## src/rtl/inflation_frame_ctrl_pkg.sv

```systemverilog
`default_nettype none
// ============================================================================
// Module   : inflation_frame_ctrl_pkg
// Purpose  : Shared state encoding and sizing helpers for the frame sequencer.
// Revision : 1.0 - initial release
// ============================================================================
package inflation_frame_ctrl_pkg;

    localparam int DIM_WIDTH_DEFAULT = 16;

    typedef enum logic [2:0] {
        ST_IDLE   = 3'd0,
        ST_LOAD_W = 3'd1,
        ST_STREAM = 3'd2,
        ST_DRAIN  = 3'd3,
        ST_DONE   = 3'd4
    } state_t;

    // Input-stream beats needed to carry one row of pixels.
    function automatic int calc_beats_per_row(input int kernel_size,
                                              input int data_width,
                                              input int bus_width);
        return (kernel_size * data_width + bus_width - 1) / bus_width;
    endfunction

endpackage
`default_nettype wire

```

## src/rtl/inflation_frame_ctrl_frame_row_counter.sv

```systemverilog
`default_nettype none
// ============================================================================
// Module   : frame_row_counter
// Purpose  : Beat-to-row counter with clear, saturation at limit and flags.
// Revision : 1.0 - initial release
// ============================================================================
module frame_row_counter #(
    parameter int BEATS = 1,
    parameter int WIDTH = 16
) (
    input  logic             clk,
    input  logic             rstn,
    input  logic             clr,
    input  logic             en,
    input  logic [WIDTH-1:0] limit,
    output logic [WIDTH-1:0] count,
    output logic             full,
    output logic             last
);

    logic w_step;
    logic w_wrap;

    assign w_step = en & ~full;

    generate
        if (BEATS > 1) begin : g_multi_beat
            localparam int BW = $clog2(BEATS);
            logic [BW-1:0] r_beat;

            assign w_wrap = w_step & (r_beat == BW'(BEATS - 1));

            always_ff @(posedge clk or negedge rstn) begin
                if (!rstn) begin
                    r_beat <= '0;
                end else if (clr) begin
                    r_beat <= '0;
                end else if (w_step) begin
                    r_beat <= w_wrap ? '0 : r_beat + 1'b1;
                end
            end
        end else begin : g_single_beat
            assign w_wrap = w_step;
        end
    endgenerate

    always_ff @(posedge clk or negedge rstn) begin
        if (!rstn) begin
            count <= '0;
        end else if (clr) begin
            count <= '0;
        end else if (w_wrap) begin
            count <= count + 1'b1;
        end
    end

    assign full = (count == limit);
    // High on the beat that completes the final row of the frame.
    assign last = w_wrap & (count == limit - 1'b1);

endmodule
`default_nettype wire

```

## src/rtl/inflation_frame_ctrl.sv

```systemverilog
`default_nettype none
// ============================================================================
// Module   : inflation_frame_ctrl
// Purpose  : Frame sequencer: weight reload, input gating, output row count.
// Revision : 1.0 - initial release
// ============================================================================
module inflation_frame_ctrl
    import inflation_frame_ctrl_pkg::*;
#(
    parameter int KERNEL_SIZE = 3,
    parameter int DATA_WIDTH  = 8,
    parameter int BUS_WIDTH   = 32,
    parameter int DIM_WIDTH   = DIM_WIDTH_DEFAULT
) (
    input  logic                 clk,
    input  logic                 rstn,
    input  logic                 cfg_start,
    input  logic [DIM_WIDTH-1:0] cfg_rows,
    input  logic                 cfg_load_weights,
    input  logic                 cfg_abort,
    output logic                 busy,
    output logic                 done,
    output logic                 err_overflow,
    output logic                 wl_start,
    input  logic                 wl_done,
    input  logic                 in_tvalid,
    input  logic                 in_tready,
    output logic                 in_gate,
    input  logic                 out_tvalid,
    input  logic                 out_tready,
    output logic                 out_tlast,
    output logic [DIM_WIDTH-1:0] rows_in_cnt,
    output logic [DIM_WIDTH-1:0] rows_out_cnt
);

    localparam int BEATS_PER_ROW = calc_beats_per_row(KERNEL_SIZE, DATA_WIDTH, BUS_WIDTH);

    state_t               r_state;
    logic [DIM_WIDTH-1:0] r_rows;
    logic                 r_done;
    logic                 r_wl_start;
    logic                 r_err;

    logic w_start_acc, w_abort, w_clr, w_streaming;
    logic w_in_hs, w_out_hs;
    logic w_in_full, w_in_last, w_out_full, w_out_last;
    logic w_ovf_set;

    assign w_start_acc = (r_state == ST_IDLE) & cfg_start;
    assign w_abort     = cfg_abort & (r_state != ST_IDLE);
    assign w_clr       = w_start_acc | w_abort;
    assign w_streaming = (r_state == ST_STREAM) | (r_state == ST_DRAIN);
    assign w_in_hs     = in_gate & in_tvalid & in_tready;
    assign w_out_hs    = out_tvalid & out_tready;

    frame_row_counter #(.BEATS(BEATS_PER_ROW), .WIDTH(DIM_WIDTH)) u_in_cnt (
        .clk   (clk),
        .rstn  (rstn),
        .clr   (w_clr),
        .en    (w_in_hs & (r_state == ST_STREAM)),
        .limit (r_rows),
        .count (rows_in_cnt),
        .full  (w_in_full),
        .last  (w_in_last)
    );

    frame_row_counter #(.BEATS(1), .WIDTH(DIM_WIDTH)) u_out_cnt (
        .clk   (clk),
        .rstn  (rstn),
        .clr   (w_clr),
        .en    (w_out_hs & w_streaming),
        .limit (r_rows),
        .count (rows_out_cnt),
        .full  (w_out_full),
        .last  (w_out_last)
    );

    // Output beats with nowhere to go, or output finishing before input did.
    assign w_ovf_set = (w_out_hs & ((r_state == ST_IDLE) | (r_state == ST_LOAD_W) |
                                    (r_state == ST_DONE) | (w_streaming & w_out_full)))
                     | ((r_state == ST_STREAM) & w_out_last & ~w_in_last);

    always_ff @(posedge clk or negedge rstn) begin
        if (!rstn) begin
            r_state    <= ST_IDLE;
            r_rows     <= '0;
            r_done     <= 1'b0;
            r_wl_start <= 1'b0;
            r_err      <= 1'b0;
        end else begin
            r_done     <= 1'b0;
            r_wl_start <= 1'b0;
            if (w_ovf_set) begin
                r_err <= 1'b1;
            end
            if (w_abort) begin
                r_state <= ST_IDLE;
            end else begin
                case (r_state)
                    ST_IDLE: begin
                        if (cfg_start) begin
                            r_rows <= cfg_rows;
                            r_err  <= 1'b0;
                            if (cfg_rows == '0) begin
                                r_state <= ST_DONE;
                                r_done  <= 1'b1;
                            end else if (cfg_load_weights) begin
                                r_state    <= ST_LOAD_W;
                                r_wl_start <= 1'b1;
                            end else begin
                                r_state <= ST_STREAM;
                            end
                        end
                    end
                    ST_LOAD_W: begin
                        if (wl_done) begin
                            r_state <= ST_STREAM;
                        end
                    end
                    ST_STREAM: begin
                        if (w_in_last) begin
                            if (w_out_full | w_out_last) begin
                                r_state <= ST_DONE;
                                r_done  <= 1'b1;
                            end else begin
                                r_state <= ST_DRAIN;
                            end
                        end
                    end
                    ST_DRAIN: begin
                        if (w_out_last) begin
                            r_state <= ST_DONE;
                            r_done  <= 1'b1;
                        end
                    end
                    ST_DONE: r_state <= ST_IDLE;
                    default: r_state <= ST_IDLE;
                endcase
            end
        end
    end

    assign busy         = (r_state != ST_IDLE);
    assign done         = r_done;
    assign wl_start     = r_wl_start;
    assign err_overflow = r_err;
    assign in_gate      = (r_state == ST_LOAD_W) | ((r_state == ST_STREAM) & ~w_in_full);
    assign out_tlast    = out_tvalid & w_streaming & (rows_out_cnt == r_rows - 1'b1);

endmodule
`default_nettype wire
```

## config.mk

```make
export PLATFORM = sky130hd
export DESIGN_NAME = inflation_frame_ctrl
export DESIGN_NICKNAME = d
export VERILOG_FILES = /design/src/rtl/inflation_frame_ctrl_pkg.sv /design/src/rtl/inflation_frame_ctrl_frame_row_counter.sv /design/src/rtl/inflation_frame_ctrl.sv
export SDC_FILE = /design/constraint.sdc
export NUM_CORES = 1
export LEC_CHECK = 0
export CAP_MARGIN = 0
export CORE_MARGIN = 2
export CORE_UTILIZATION = 51
export DETAILED_ROUTE_END_ITERATION = 10
export MAX_ROUTING_LAYER = met4
export PLACE_DENSITY = 0.82
export RECOVER_POWER = 50
export SYNTH_ARGS = -nofsm -noshare
export SYNTH_HDL_FRONTEND = slang
export SYNTH_HIERARCHICAL = 1
export SYNTH_SLANG_ARGS = --single-unit
export TNS_END_PERCENT = 5
```

## constraint.sdc

```tcl
create_clock -name clk -period 14.1 [get_ports clk]
set_clock_uncertainty 0.15 [all_clocks]
set_input_delay 2.115 -clock clk [delete_from_list [all_inputs] [get_ports clk]]
set_output_delay 2.115 -clock clk [all_outputs]
set_load 0.02 [all_outputs]
```

==> reports/summary.txt <==
outcome: finished, violations left
failing checks: max-capacitance violations, max-slew violations
Buf/Inv on CP: 2
crit path capture type: primary output
Tot Pwr: 881 µW
# nets final: 625
final hold violation count: 0
CP delay by family, top: buffers and inverters
Die Area: 10400 µm²
maximum clock rate: 0.161 GHz
Port-buffer cells: 63
top cells by area, synth: dfrtp_1, xor2_1, xnor2_1, mux2_2, a21oi_1
die width: 102 µm
biggest area consumer among synthesized cells: dfrtp_1
ys async rst share: 1.00
critical path depth in cells: 5
final instance area: 5720 µm²
clk slew on worst S/H paths: 90 ps
total track usage: 0.275
largest net degree at the start of global routing: 55
register area share after synthesis: 0.276
CP endpoint: out_tlast
reg-to-reg slack, setup: 10030 ps
CP max-delay cell: clkdlybuf4s50_1
Die Y: 102 µm
gpl congestion: 1.03
share of the synthesized area in the top cell type: 0.276
Worst slew margin: -0.962
final max-slew violation count: 55
Yosys reg bits: 54
WL met3: 1130 µm
routed vias: 4516
Post-DP Area: 5620 µm²
WL met2: 6180 µm
Pre-antenna DRT Iters: 5
gr ovfl total: 0
number of flops mapped to enable cells by yosys: 0
Max Used Layer: met4
Post-Syn Area: 4900 µm²
Synth top cells by count: dfrtp_1, nor2_1, xor2_1
DRT Wirelength: 13500 µm
top_reg_cell synth: dfrtp_1
Yosys cell types: 64
capturing point of the worst reg2reg path: r_state[0]$_DFFE_PN0P_
worst hold margin: 371 ps
most frequent cell after synthesis: dfrtp_1
layout cell share with drive strength beyond 1: 0.135
RSZ-0062 raised after global routing: no
buffer count from post-CTS setup fixing: 0
Ports: 64
Ant. Diodes: 0
area delta synth->final: 16.9%
Arr. time, crit path: 3940 ps
Tmin final: 6200 ps
critical path's largest stage delay: 670 ps
Setup-failing EPs final: 0
Critical Path Start: out_tvalid
first-pass GRT wire length: 21800 µm
drt wl/cell: 18.6 µm
hold crit path type: reg2reg
Met1 Wirelength: 5800 µm
cts repair resizes: 0
Tcrit/Tclk final: 0.440
num rows: 35
Syn Area/Cell: 9.05 µm²
setup TNS: 0 ps
Vias per Instance: 6.25
critical path class: in2out
startpoint types: primary input
CTS H-Tree Depth: 2
PD cells: 154 nW/µm²
root buf cell: clkbuf_8
Reg2Reg Depth: 14
DRC Markers: 0
post-route ant nets: 0
crit-path most repeated cell: clkdlybuf4s50_1
CTS Sinks: 54
CP Cell Sequence: clkdlybuf4s50_1, and4_1, nand4_1, a2111oi_2, clkdlybuf4s50_1
leak pwr: 2.08 nW
CP max FO: 2
max-cap viol count: 1
Slew @ Worst Pin: 2940 ps
Core Area: 9280 µm²
number of synthesis warnings: 6
Gate Count Post-Synth: 541
Starting DRT DRC Count: 350
CTS hold repair buffers: 0
Post-Syn Nets: 572
CTS tree: built
maximum VDD drop: 91.3 µV
HPWL after DPL: 9830 µm
clk buf depth: 2
Starting Density: 0.528
worst-skew pair later-pin latency: 310 ps
number of global-route vias before repair: 4313
clock buffer count from CTS: 5
initial antenna violation count: 0
CP Data Required Time: 11840 ps
worst reg2reg startpoint: r_rows[4]$_DFFE_PN0P_
## placed cells by master, fill, tap and decap left out, types with 21 or more instances in the layout
cell type,instances
a21oi_1,36
nand2_1,33
o21ai_0,27
inv_1,21
dfrtp_1,54
xnor2_1,30
nor2_1,48
or3_1,22
clkdlybuf4s50_1,54
xor2_1,40
## worst reg2reg max path, stage by stage, from the launching register on
cell and delay, ps:
dfrtp_1 980, xor2_2 260, nor4_4 410, nand4_4 230
nor2_1 180, nand3b_1 170, a2111oi_2 80, buf_4 190
o21ai_4 110, nor4_1 100, and4_1 210, mux4_2 470
nor2_1 160, nor3b_1 70, a31o_2 210
## state kept, by name (all words and copies together) (netlist names)
register,flops
u_out_cnt/count,16
done,1
u_in_cnt/count,16
wl_start,1
r_state,3
err_overflow,1
r_rows,16
## worst min-delay path by stage
stage,depth (start not counted),startpoint,endpoint
6_report,1,err_overflow$_DFF_PN0_,err_overflow$_DFF_PN0_
5_1_grt,1,err_overflow$_DFF_PN0_,err_overflow$_DFF_PN0_
4_1_cts,1,err_overflow$_DFF_PN0_,err_overflow$_DFF_PN0_
3_5_place_dp,1,err_overflow$_DFF_PN0_,err_overflow$_DFF_PN0_
3_3_place_gp,1,err_overflow$_DFF_PN0_,err_overflow$_DFF_PN0_
2_1_floorplan,1,r_rows[15]$_DFFE_PN0P_,r_rows[15]$_DFFE_PN0P_
## per-stage QoR
stage | instances | util | setup slack (ps)
2_1_floorplan | 541 | - | 8850
3_3_place_gp | 716 | 0.605 | 7930
3_5_place_dp | 716 | 0.605 | 7910
4_1_cts | 723 | 0.617 | 7910
5_1_grt | 723 | 0.617 | 7830
6_report | 723 | 0.617 | 7900
## cells by family (layout without fill, tap and decap cells)
| kind of cell | Yosys count | after routing | synth area share |
|---|---|---|---|
| AOI/OAI and AO/OA | 114 | 114 | 0.160 |
| xor gates and xnor gates | 80 | 80 | 0.158 |
| adders and majority gates | 5 | 5 | 0.0128 |
| buffers and inverters | 44 | 97 | 0.0416 |
| DFF | 54 | 54 | 0.276 |
| muxes | 24 | 24 | 0.0559 |
| and+or+nand+nor | 220 | 220 | 0.295 |
## report_power, final
part           switching (mW)  leakage [nW]  total, mW  internal (mW)
combinational           0.275          1.30      0.479          0.205
sequential              0.111         0.715      0.292          0.181
clock                  0.0525        0.0573      0.109         0.0569
## layout make-up
| type | instances | area, µm² |
|---|---|---|
| Multi-Input combinational cell | 443 | 3350 |
| Tap cell | 129 | 161 |
| Clock inverter | 1 | 30.0 |
| Clock buffer | 6 | 82.6 |
| Sequential cell | 54 | 1350 |
| Inverter | 21 | 78.8 |
| Timing Repair Buffer | 69 | 667 |
| Fill cell | 764 | 3560 |
## layer usage
metal | vias up | track usage
met5 | - | -
met4 | 0 | 0.0800
met3 | 33 | 0.0246
met2 | 220 | 0.427
met1 | 2171 | 0.386
li1 | 2092 | -
No activity file was read; power rests on OpenSTA's default activity.
